===== config.mk =====
export PLATFORM = sky130hd
export DESIGN_NAME = uart_frame_decoder
export DESIGN_NICKNAME = d
export VERILOG_FILES = /design/src/rtl/uart_frame_decoder.sv
export SDC_FILE = /design/constraint.sdc
export NUM_CORES = 1
export LEC_CHECK = 0
export CORE_MARGIN = 2
export CORE_UTILIZATION = 47
export CTS_BUF_LIST = sky130_fd_sc_hd__clkbuf_2 sky130_fd_sc_hd__clkbuf_4 sky130_fd_sc_hd__clkbuf_8
export CTS_CLUSTER_DIAMETER = 60
export DETAILED_ROUTE_END_ITERATION = 6
export DONT_BUFFER_PORTS = 1
export GPL_TIMING_DRIVEN = 0
export PLACE_DENSITY = 0.67
export SLEW_MARGIN = 40
export SYNTH_ARGS = -nofsm -noshare
export SYNTH_HDL_FRONTEND = slang
export SYNTH_SLANG_ARGS = --single-unit
export TNS_END_PERCENT = 1

===== constraint.sdc =====
create_clock -name i_Clock -period 2 [get_ports i_Clock]
set_input_delay 0.3 -clock i_Clock [delete_from_list [all_inputs] [get_ports i_Clock]]
set_output_delay 0.3 -clock i_Clock [all_outputs]
set_load 0.01 [all_outputs]

===== src/rtl/uart_frame_decoder.sv =====
// Decodes A5|CMD|LEN|payload|CSUM frames from UART_RX; all outputs registered, 1-clk after the byte.
// Reply waits for i_TX_Active low; RX bytes arriving during the reply are dropped.
module uart_frame_decoder #(
   parameter int         MAX_LEN      = 64,
   parameter int         TIMEOUT_CLKS = 250000,
   parameter logic [7:0] SYNC_BYTE    = 8'hA5
) (
   input  logic       i_Clock,
   input  logic       i_Rst_L,
   input  logic       i_RX_DV,
   input  logic [7:0] i_RX_Byte,
   input  logic       i_TX_Active,
   output logic       o_TX_DV,
   output logic [7:0] o_TX_Byte,
   output logic [7:0] o_Cmd,
   output logic [7:0] o_Len,
   output logic       o_Data_DV,
   output logic [7:0] o_Data_Byte,
   output logic       o_Data_Last,
   output logic       o_Frame_Ok,
   output logic       o_Frame_Err,
   output logic [1:0] o_Err_Code,
   output logic       o_Busy
);

   localparam int          TW        = $clog2(TIMEOUT_CLKS);
   localparam logic [TW-1:0] TMO_LAST = TW'(TIMEOUT_CLKS - 1);
   localparam logic [7:0]  MAX_LEN_B = 8'(MAX_LEN);
   localparam logic [7:0]  ACK_BYTE  = 8'h06;
   localparam logic [7:0]  NAK_BYTE  = 8'h15;

   typedef enum logic [2:0] {
      S_HUNT,
      S_CMD,
      S_LEN,
      S_DATA,
      S_CSUM,
      S_REPLY
   } state_t;

   state_t        state_q;
   logic [7:0]    sum_q;
   logic [7:0]    sum_d;
   logic [7:0]    cnt_q;
   logic [TW-1:0] tmo_q;
   logic [1:0]    rst_sync_q;
   logic          rst_n;
   logic          tx_dv_q;
   logic [7:0]    tx_byte_q;
   logic [7:0]    cmd_q;
   logic [7:0]    len_q;
   logic          data_dv_q;
   logic [7:0]    data_byte_q;
   logic          data_last_q;
   logic          frame_ok_q;
   logic          frame_err_q;
   logic [1:0]    err_code_q;

   // Reset asserts immediately but releases only on a clock edge.
   always_ff @(posedge i_Clock or negedge i_Rst_L) begin
      if (!i_Rst_L) rst_sync_q <= 2'b00;
      else          rst_sync_q <= {rst_sync_q[0], 1'b1};
   end
   assign rst_n = rst_sync_q[1];

   assign sum_d = sum_q + i_RX_Byte;

   always_ff @(posedge i_Clock or negedge rst_n) begin
      if (!rst_n) begin
         state_q     <= S_HUNT;
         sum_q       <= '0;
         cnt_q       <= '0;
         tmo_q       <= '0;
         tx_dv_q     <= 1'b0;
         tx_byte_q   <= '0;
         cmd_q       <= '0;
         len_q       <= '0;
         data_dv_q   <= 1'b0;
         data_byte_q <= '0;
         data_last_q <= 1'b0;
         frame_ok_q  <= 1'b0;
         frame_err_q <= 1'b0;
         err_code_q  <= '0;
      end else begin
         tx_dv_q     <= 1'b0;
         data_dv_q   <= 1'b0;
         data_last_q <= 1'b0;
         frame_ok_q  <= 1'b0;
         frame_err_q <= 1'b0;
         case (state_q)
            S_HUNT: begin
               sum_q <= '0;
               tmo_q <= '0;
               if (i_RX_DV && i_RX_Byte == SYNC_BYTE) state_q <= S_CMD;
            end
            S_CMD, S_LEN, S_DATA, S_CSUM: begin
               // A byte on the terminal timeout cycle takes priority over the abort.
               if (i_RX_DV) begin
                  tmo_q <= '0;
                  case (state_q)
                     S_CMD: begin
                        cmd_q   <= i_RX_Byte;
                        sum_q   <= i_RX_Byte;
                        state_q <= S_LEN;
                     end
                     S_LEN: begin
                        len_q <= i_RX_Byte;
                        sum_q <= sum_d;
                        if (i_RX_Byte == 8'd0) begin
                           state_q <= S_CSUM;
                        end else if (i_RX_Byte > MAX_LEN_B) begin
                           frame_err_q <= 1'b1;
                           err_code_q  <= 2'b10;
                           tx_byte_q   <= NAK_BYTE;
                           state_q     <= S_REPLY;
                        end else begin
                           cnt_q   <= i_RX_Byte;
                           state_q <= S_DATA;
                        end
                     end
                     S_DATA: begin
                        data_dv_q   <= 1'b1;
                        data_byte_q <= i_RX_Byte;
                        sum_q       <= sum_d;
                        cnt_q       <= cnt_q - 8'd1;
                        if (cnt_q == 8'd1) begin
                           data_last_q <= 1'b1;
                           state_q     <= S_CSUM;
                        end
                     end
                     S_CSUM: begin
                        if (sum_d == 8'd0) begin
                           frame_ok_q <= 1'b1;
                           tx_byte_q  <= ACK_BYTE;
                        end else begin
                           frame_err_q <= 1'b1;
                           err_code_q  <= 2'b01;
                           tx_byte_q   <= NAK_BYTE;
                        end
                        state_q <= S_REPLY;
                     end
                     default: state_q <= S_HUNT;
                  endcase
               end else if (tmo_q == TMO_LAST) begin
                  frame_err_q <= 1'b1;
                  err_code_q  <= 2'b11;
                  state_q     <= S_HUNT;
               end else begin
                  tmo_q <= tmo_q + 1'b1;
               end
            end
            S_REPLY: begin
               if (!i_TX_Active) begin
                  tx_dv_q <= 1'b1;
                  state_q <= S_HUNT;
               end
            end
            default: state_q <= S_HUNT;
         endcase
      end
   end

   assign o_TX_DV     = tx_dv_q;
   assign o_TX_Byte   = tx_byte_q;
   assign o_Cmd       = cmd_q;
   assign o_Len       = len_q;
   assign o_Data_DV   = data_dv_q;
   assign o_Data_Byte = data_byte_q;
   assign o_Data_Last = data_last_q;
   assign o_Frame_Ok  = frame_ok_q;
   assign o_Frame_Err = frame_err_q;
   assign o_Err_Code  = err_code_q;
   assign o_Busy      = (state_q != S_HUNT);

endmodule

==> results.md <==
* Status: finished, violations left
* Failing checks: negative setup slack
* Crit Path Category: reg2reg
* WL final at 9100 um
* First-pass GRT wire length at 15100 um
* Number of enable flip-flop cells after synthesis at 0
* Total Negative Setup Slacks at -1.12 ns
* GRT Overall Usage at 21.3%
* Tightest Pin Transition at 0.595 ns
* Clock transition at path regs at 0.08 ns
* Top post-synthesis cells by area: dfrtp_1 (46%), mux2_2 (6.8%), o21ai_0 (3.9%)
* Most common flop cell mapped by yosys: dfrtp_1
* Post-DP HPWL at 6450 um
* CTS Sinks at 73
* PnR worst setup slack at -0.168 ns
* RSZ-0062 raised after global routing: true
* Fin. Hold Viols at 0
* Register area share after synthesis at 45.8%
* Avg Inst Size Synth at 9.88 um^2
* Vias/cell at 5.69
* Starting density of the core at 48.6%
* Core area at 8220 um^2
* Clock tree buffer depth at 2
* Worst skew pair latency at 0.35 ns
* Power density cells at 1420 nW/um^2
* Netlist cell types at 68
* Synth Register Bits at 73
* Die W at 96.1 um
* Worst Setup End Kind: flop
* Residual DRC at 0
* Util after Layout at 56.9%
* Relative slew slack at 60.2%
* Clock Skews at 0.0128 ns
* WHS at 0.0958 ns
* First DRT Iteration DRCs at 130
* Number of diodes at 0
* Fin crit period at 2.17 ns
* Leakage power at 0.00191 uW
* Total of max-cap violations at 0
* WP data required at 2.23 ns
* Type of the most critical hold path: in2reg
* Post-synth top cells: dfrtp_1 (73), nor2_1 (35), nand2_1 (33)
* Pre-CTS setup slack at -0.414 ns
* Global route overflow at 0
* Ys async rst share at 100%
* Num rows at 33
* Synthesis Warnings at 0
* Setup Viol. Count Final at 10
* Buffers on Ports at 0
* Vias in the first global route at 3063
* Hold path start: i_RX_Byte[2]
* IO Count at 52
* Fmax at 461 MHz
* Root buf cell: clkbuf_8
* Final period utilization at 108%
* CP startpoint: tmo_q[8]$_DFFE_PN0P_
* Post-synthesis cell area at 3990 um^2
* CP max FO at 6
* Fill count at 699
* Slew Limit Fails at 0
* CP startpoint kind: flop
* Leading area contributor after synthesis: dfrtp_1
* Die height at 96.1 um
* Nets@finish at 453
* Cells after Synth at 404
* Die ar. at 9240 um^2
* Worst r2r src: tmo_q[8]$_DFFE_PN0P_
* Overall Power at 6620 uW
* CTS tree: yes
* Layout area overhead at 17.1%
* Initial antenna violation count at 0
* Count leader, synth: dfrtp_1
* Post-route ant nets at 0
* Vias at 3071
* CTS Buf Count at 9
* Pre-antenna DRT Iters at 4
* Top cell type's share of synthesized area at 45.8%
* Gp weighted congestion at 0.881
* Largest net degree at the start of global routing at 38
* H-Tree Depth at 3
* DR WL/cell at 16.9 um
* VDD IR max at 0.000742 V
* Critical Path AT at 2.40 ns
* Fraction of layout cells with a size suffix above 1 at 24.4%
* Setup slack, reg-to-reg at -0.17 ns
## critical path, stage by stage (launching register included)
cell,delay [ns]
dfrtp_2,0.47
nor4bb_4,0.30
nand4_1,0.24
o21ai_2,0.23
nand2_1,0.12
a221o_1,0.37
mux2_1,0.32
## stage by stage
stage               instances  instance area (um^2)
floorplan                 407                  4000
CTS                       538                  4580
global route              540                  4670
finish                    540                  4670
detailed placement        513                  4160
global placement          512                  4130
## path summary, 6_finish.rpt
path | endpoint | depth (start not counted)
max in group asynchronous | state_q[0]$_DFFE_PN0P_ | 1
min reg2reg | o_Len[7]$_DFFE_PN0P_ | 0
max reg2reg | state_q[0]$_DFFE_PN0P_ | 6
min in group asynchronous | rst_sync_q[1]$_DFF_PN0_ | 1
max | state_q[0]$_DFFE_PN0P_ | 6
min | o_Data_Byte[2]$_DFFE_PN0P_ | 1
## kinds of logic after synthesis
family                   count (synthesis)  share of synthesized area [%]
AND/OR/NAND/NOR                        141                           18.5
XOR/XNOR                                17                           3.73
flip-flops                              73                           45.8
multiplexers                            33                           9.06
adder cells (fa/ha/maj)                 12                           3.92
other                                    2                          0.188
AO/OA/AOI/OAI                           88                           14.6
buffers and inverters                   38                           4.23
## registers in the layout, indices dropped and copies added (netlist names)
register,count
cnt_q,8
o_Cmd,8
o_Data_Byte,8
o_Data_DV,1
o_Data_Last,1
o_Err_Code,2
o_Frame_Err,1
o_Frame_Ok,1
o_Len,8
o_TX_Byte,3
o_TX_DV,1
rst_sync_q,2
state_q,3
sum_q,8
tmo_q,18
## routing by layer
metal / wire length, um / share of wire [%] / GRT usage (%) / vias to the layer above
met3: 505 / 5.5 / 6.73 / 5
met1: 4080 / 45 / 28.1 / 1510
met2: 4460 / 49 / 33.2 / 70
met4: 62 / 0.68 / 7.26 / 0
li1: - / - / - / 1486
met5: 0 / 0 / 0 / -
## layout by cell type, fill, tap and decap left out, types with 4 or more instances in the layout
cell | Yosys | final
buf_2 | 6 | 4
nor2_1 | 35 | 35
or3_1 | 4 | 4
clkbuf_1 | 11 | 8
xnor2_1 | 15 | 13
inv_1 | 13 | 12
dfrtp_1 | 73 | 70
and3_1 | 4 | 4
ha_4 | 0 | 6
nand2_1 | 33 | 33
mux2_2 | 24 | 24
buf_4 | 5 | 15
nand3_1 | 18 | 16
mux2i_1 | 8 | 8
conb_1 | 2 | 5
clkbuf_8 | 0 | 11
o21ai_0 | 31 | 29
and2_1 | 4 | 4
a21oi_1 | 20 | 19
clkbuf_4 | 0 | 4
nor3_1 | 12 | 12
nand4_1 | 4 | 4
## where the power goes
part | internal, uW | switching, uW | leakage [uW]
logic | 1350 | 1530 | 0.000884
registers | 1970 | 554 | 0.000916
clock network | 659 | 553 | 0.000106
total | 3980 | 2640 | 0.00191
## layout make-up
type	instances	area, um^2	area share [%]
clock inverter	4	51.3	1.10
clock buffer	12	159	3.40
inverter	15	56.3	1.20
timing repair buffer	12	108	2.30
multi-input combinational	296	2210	47.2
buffer	23	128	2.73
sequential	73	1830	39.2
tap	105	131	2.81
## timing repair
item | 4_1_cts | 5_1_grt
setup buffers | 8 | 1
endpoints found under the hold margin | 2 | 1
hold buffers | 1 | 1
setup endpoints to repair | 34 | 37
gates resized for setup | 27 | 18
pin swaps | 11 | 9
Power figures use the tool's default switching activity.
